File: src/rtl/tx_frame_decoder.sv
`default_nettype none
// +----------------------------------------------------------------------+
// | Module : tx_frame_decoder                                            |
// | Brief  : Rebuilds {channel, 16-bit word} from header/MSB/LSB frames. |
// | Rev    : 1.0  initial release                                        |
// +----------------------------------------------------------------------+
module tx_frame_decoder #(
  parameter logic [3:0] SYNC  = 4'hA,
  parameter int         ERR_W = 8,
  parameter int         FRM_W = 16
) (
  input  logic             clk,
  input  logic             rst_n,
  input  logic             rempty,
  input  logic [7:0]       rdata,
  output logic             rinc,
  input  logic [3:0]       chan_mask,
  output logic [15:0]      data_out,
  output logic [1:0]       chan_out,
  output logic             data_avail,
  input  logic             data_accept,
  output logic [ERR_W-1:0] err_count,
  output logic [FRM_W-1:0] frame_count,
  output logic             busy
);

  localparam logic [ERR_W-1:0] c_err_max = '1;

  typedef enum logic [1:0] {
    S_HDR = 2'd0,
    S_MSB = 2'd1,
    S_LSB = 2'd2,
    S_OUT = 2'd3
  } state_t;

  state_t             r_state;
  state_t             w_next;
  logic               w_pop;
  logic               w_hdr_ok;
  logic               w_take;
  logic [15:0]        r_data;
  logic [1:0]         r_chan;
  logic               r_avail;
  logic [ERR_W-1:0]   r_err;
  logic [FRM_W-1:0]   r_frm;

  assign w_hdr_ok = (rdata[7:4] == SYNC) && (rdata[3:2] == 2'b00);
  assign w_take   = r_avail && data_accept;

  always_ff @(posedge clk or negedge rst_n) begin
    if (!rst_n) begin
      r_state <= S_HDR;
    end else begin
      r_state <= w_next;
    end
  end

  // Every byte-consuming state pops as soon as the fifo has data.
  always_comb begin
    w_next = r_state;
    w_pop  = 1'b0;
    case (r_state)
      S_HDR: begin
        if (!rempty) begin
          w_pop = 1'b1;
          if (w_hdr_ok) begin
            w_next = S_MSB;
          end
        end
      end
      S_MSB: begin
        if (!rempty) begin
          w_pop  = 1'b1;
          w_next = S_LSB;
        end
      end
      S_LSB: begin
        if (!rempty) begin
          w_pop  = 1'b1;
          w_next = chan_mask[r_chan] ? S_OUT : S_HDR;
        end
      end
      S_OUT: begin
        if (w_take) begin
          w_next = S_HDR;
        end
      end
      default: w_next = S_HDR;
    endcase
  end

  always_ff @(posedge clk or negedge rst_n) begin
    if (!rst_n) begin
      r_data  <= 16'h0000;
      r_chan  <= 2'b00;
      r_avail <= 1'b0;
      r_err   <= '0;
      r_frm   <= '0;
    end else begin
      if (w_pop) begin
        case (r_state)
          S_HDR: begin
            if (w_hdr_ok) begin
              r_chan <= rdata[1:0];
            end else if (r_err != c_err_max) begin
              r_err <= r_err + ERR_W'(1);
            end
          end
          S_MSB:   r_data[15:8] <= rdata;
          S_LSB: begin
            r_data[7:0] <= rdata;
            r_avail     <= chan_mask[r_chan];
          end
          default: ;
        endcase
      end
      // A word is only held in S_OUT, where no pops happen.
      if (w_take) begin
        r_avail <= 1'b0;
        r_frm   <= r_frm + FRM_W'(1);
      end
    end
  end

  assign rinc        = w_pop;
  assign data_out    = r_data;
  assign chan_out    = r_chan;
  assign data_avail  = r_avail;
  assign err_count   = r_err;
  assign frame_count = r_frm;
  assign busy        = (r_state != S_HDR);

endmodule
`default_nettype wire
File: config.mk
export PLATFORM = sky130hd
export DESIGN_NAME = tx_frame_decoder
export DESIGN_NICKNAME = d
export VERILOG_FILES = /design/src/rtl/tx_frame_decoder.sv
export SDC_FILE = /design/constraint.sdc
export NUM_CORES = 1
export LEC_CHECK = 0
export BUFFER_PORTS_ARGS = -buffer_cell sky130_fd_sc_hd__buf_4
export CORE_MARGIN = 4
export CORE_UTILIZATION = 47
export CTS_BUF_LIST = sky130_fd_sc_hd__clkbuf_8
export DETAILED_ROUTE_END_ITERATION = 8
export PLACE_DENSITY = 0.76
export SYNTH_ARGS = -nofsm -noshare
export SYNTH_HDL_FRONTEND = slang
export SYNTH_SLANG_ARGS = --single-unit
File: constraint.sdc
create_clock -name clk -period 4.7 [get_ports clk]
set_clock_uncertainty 0.15 [all_clocks]
set_input_delay 0.47 -clock clk [delete_from_list [all_inputs] [get_ports clk]]
set_output_delay 0.47 -clock clk [all_outputs]
set_load 0.02 [all_outputs]
### Yosys cells after proc, flatten, opt, wreduce, memory -nomap -nowiden

Cells that the tools add are included.

* output and inout port bits: 45
* bits of input ports: 16
* bits in registers: 45
* logic and storage cells: 49

* reduce and logical (&&, ||, !) cells: 14
* equality and inequality tests: 10
* bitwise logic cells: 1
* add/sub/neg operators: 2
* order comparisons: 1
* muxes and demuxes: 14

Operator list (count)
* $add 16x1->16 const B: 1
* $mux 2: 6
* $ne 2x2->1 const B: 5
* $add 8x1->8 const B: 1
* $ne 8x8->1 const B: 1
* $pmux 2 s4: 1
* $mux 1: 6
* $reduce_and 2->1: 3
* $reduce_bool 2->1: 3
* $reduce_and 5->1: 1
* $eq 2x2->1 const B: 2
* $eq 4x4->1 const B: 1
* $logic_not 2->1: 2
* $reduce_and 4->1: 1
* $lt 2x3->1 const B: 1
* $reduce_and 3->1: 1
* $reduce_or 3->1: 1
* $bmux 1 s2: 1
* $eq 2x1->1 const B: 1
* $logic_and 1x1->1: 2
* $not 1->1: 1

### Longest topological paths before layout

* depth after elaboration: 5
* mapped depth: 6
* gate-level depth less buffers: 5

### Worst setup path after synthesis

No wires, ideal clock.

* path kind: flip-flop to flip-flop
* start: reg r_frm[0], in the netlist frame_count[0]
* end: reg r_frm[10], in the netlist frame_count[10]
* required time: 4419 ps
* stages on the path, launching flop included: 6
* setup time: 131 ps
* slack: 2916 ps
* buffers on the path: 0
* arrival: 1502 ps
* clock period less this slack: 1784 ps
* cell sequence: dfrtp_1 -> ha_1 -> and3_1 -> nand4_1 -> or3_1 -> xnor2_1

* longest elaborated chain between the ends: 1

RTL lines
* start, declared: line 45 `logic [FRM_W-1:0] r_frm;`
* start signal, assigned: line 120 `r_frm <= r_frm + FRM_W'(1);`
* $add 16x1->16: line 120

Every way passes these cells.
A chain may end at the register's enable or synchronous reset.

### Worst setup path in the final report

* start: reg r_state[1]
* end: out busy

* longest elaborated chain between the ends: 1

RTL lines
* start, declared: line 36 `state_t r_state;`
* start signal, assigned: line 54 `r_state <= w_next;`
* $reduce_bool 2->1: line 131 `assign busy = (r_state != S_HDR);`
* end, declared: line 24 `output logic busy`

Every way passes these cells.

==> results.txt <==
Max Slew Vio Count: 0
unrepaired setup endpoints after global routing: false
WP data required: 4.08 ns
Most used DFF post-synth: dfrtp_1
Fmax achieved: 524 MHz
FF+latch count, synth: 45
H-tree depth: 2
syn nets: 177
vias in the first global route: 1353
post-synth top area share: 55.4%
utilization after layout: 64.5%
sequence of cells on the critical path: or2_2 > buf_4
asr flop ratio synth: 100%
largest net degree at the start of global routing: 46
Top Family by Delay on Critical Path: flip-flops
Die Area: 0.00544 sq mm
HP Class: primary input to async pin
Worst EP arrival: 1.29 ns
placed insts: 265
slowest CP cell: dfrtp_1
die width: 73.8 um
max_cap viols: 0
DR DRC count: 0
Syn-to-layout area delta: 29.5%
Cells after Synth: 159
simple logic cell fraction of the synthesized area: 15.4%
top cells by area, synth: dfrtp_1, mux2_2, xor2_1
Least-Margin Pin Slew: 0.565 ns
reg2reg path depth: 4
relative slew slack: 62.0%
sw frac: 36.7%
Psw: 0.588 mW
HPWL after detailed placement: 2.95 mm
GP Congestion: 0.799
cell area after layout: 0.00264 sq mm
Internal Dissipation: 1.02 mW
number of stages on the worst setup path: 2
Comb pwr share: 40.8%
vias per cell: 5.19
most frequent cell after synthesis: dfrtp_1
final-report hold violation count: 0
R2R Setup Slk: 2.88 ns
most frequent cells after synthesis: dfrtp_1, mux2_2, nand3_1, xor2_1, xnor2_1
largest family of logic cells by synthesized area: simple AND/OR/NAND/NOR gates
ANT cells: 0
initial DRC count: 47
startpoint types: flip-flop
Initial Util: 49.8%
Worst-Skew Late Latency: 0.29 ns
Seq pwr share: 40.7%
first-pass GRT wire length: 6.47 mm
DP Area: 0.00252 sq mm
io pins: 61
clock share of power: 18.5%
fill count: 350
hold-fix buffers at CTS: 0
Synth Area in XOR/XNOR: 8.18%
I/O Buffers: 60
chip height: 73.8 um
leak pwr: 1.25 nW
clock buffer count from CTS: 5
Avg Cell Area, Syn: 12.8 sq um
Remaining Overflow, GRT: 0
Cell Rows: 23
VDD IR max: 0.303 mV
PwrDens: 609 mW/mm^2
Seq/Total Area, Yosys: 55.4%
worst setup path startpoint: r_state[1]
fin crit share: 40.6%
antenna violations before repair: 0
Synth area leader: dfrtp_1
Final min period: 1.91 ns
DRT antenna net count: 0
Final #Nets: 240
worst setup path endpoint: busy
EDFF count, synth: 0
clock slew seen by the registers of the worst setup and hold paths: 0.08 ns
Non-Filler Instances: 273
Longest Clk Path Bufs: 2
wire per inst: 14.5 um
Crit path largest cell delay: 0.50 ns
reg2reg end: err_count[7]
routed vias: 1417
Core Area: 0.00409 sq mm
YS warnings: 0
CP bufs+invs: 1
Post-Synth Adder-Cell Area: 1.23%
cell area after synthesis: 0.00203 sq mm
Setup crit end kind: output pin
Synth Area in Compound Gates: 3.81%
RR Startpoint: r_state[1]
Final setup viols: 0
postcts setup bufs: 0
status: finished clean
DR pass1 iterations: 4
CTS tree: built
crit path max fanout: 9
Root Buffer: clkbuf_8
final WL: 3.95 mm
mux cell area share after synthesis: 13.7%
total track usage: 15.6%
count of unique library cells instantiated by Yosys: 33
total clock sinks: 45
critical path class: flip-flop to output pin
total negative setup slack: 0 ns
PostCTS Resize Cnt: 0
share of cells above drive strength 1: 42.6%
-- how the worst min path moves through the flow --
stage | cells after the start | end
finish | 1 | err_count[5]
global route | 1 | frame_count[0]
CTS | 1 | err_count[5]
detailed placement | 1 | frame_count[15]
global placement | 1 | frame_count[15]
floorplan | 0 | chan_out[0]
-- state kept, by name, indices dropped and copies added, names as in the netlist --
name / count
frame_count: 16
data_out: 16
r_state: 2
chan_out: 2
err_count: 8
data_avail: 1
-- layer usage --
metal	GRT usage [%]	up-vias	part of all wire, %
met3	5.61	2	7.8
met1	19.2	682	43
met5	0	-	0
met4	4.83	0	0.48
li1	-	690	-
met2	25.5	43	48
-- per-stage QoR --
stage / setup WS (ns) / power (mW) / hold slack [ns]
after floorplan: 2.92 / 1.05 / 0.0244
after global placement: 2.81 / 1.31 / 0.312
after detailed placement: 2.78 / 1.33 / 0.341
after CTS: 2.77 / 1.63 / 0.0365
after global routing: 2.71 / 1.71 / 0.0604
final: 2.79 / 1.60 / 0.0142
-- logic make-up after synthesis --
family,count (synthesis)
flip-flops,45
multiplexers,24
buffers and inverters,9
XOR/XNOR,19
adder cells (fa/ha/maj),2
AO/OA/AOI/OAI,9
AND/OR/NAND/NOR,51
-- power groups by stage --
stage	registers [mW]	clock network, mW	logic [mW]
finish	0.653	0.297	0.655
global route	0.677	0.319	0.711
CTS	0.654	0.305	0.668
detailed placement	0.659	0	0.668
global placement	0.659	0	0.656
floorplan	0.776	0	0.277
-- layout make-up --
cell class                      instances  area (sq um)  share of cell area, %
Clock inverter                          2          33.8                   1.28
Clock buffer                            6          82.6                   3.13
Multi-Input combinational cell        105           861                   32.7
Tap cell                               50          62.6                   2.37
Sequential cell                        45          1130                   42.7
Timing Repair Buffer                   60           450                   17.1
Inverter                                5          18.8                  0.712
-- worst register-to-register path, delay by kind of cell, from the launching register on --
kind	cells	cell delay [ns]
simple gates	2	0.56
flops	1	0.50
mux	1	0.35
compound gates	1	0.15
-- layout by cell type (no fill, tap or decap), drive strengths merged, types with 4 or more instances in the layout --
| cell type | synthesis | final |
|---|---|---|
| nor2 | 8 | 8 |
| mux2 | 21 | 21 |
| nand3 | 10 | 10 |
| dfrtp | 45 | 45 |
| clkbuf | 0 | 6 |
| and3 | 4 | 4 |
| xnor2 | 9 | 9 |
| nand2 | 7 | 7 |
| buf | 4 | 60 |
| nand4 | 4 | 4 |
| xor2 | 10 | 10 |
| nor3 | 9 | 9 |
| inv | 5 | 6 |
Note: power is estimated with default switching activity, not from simulation.
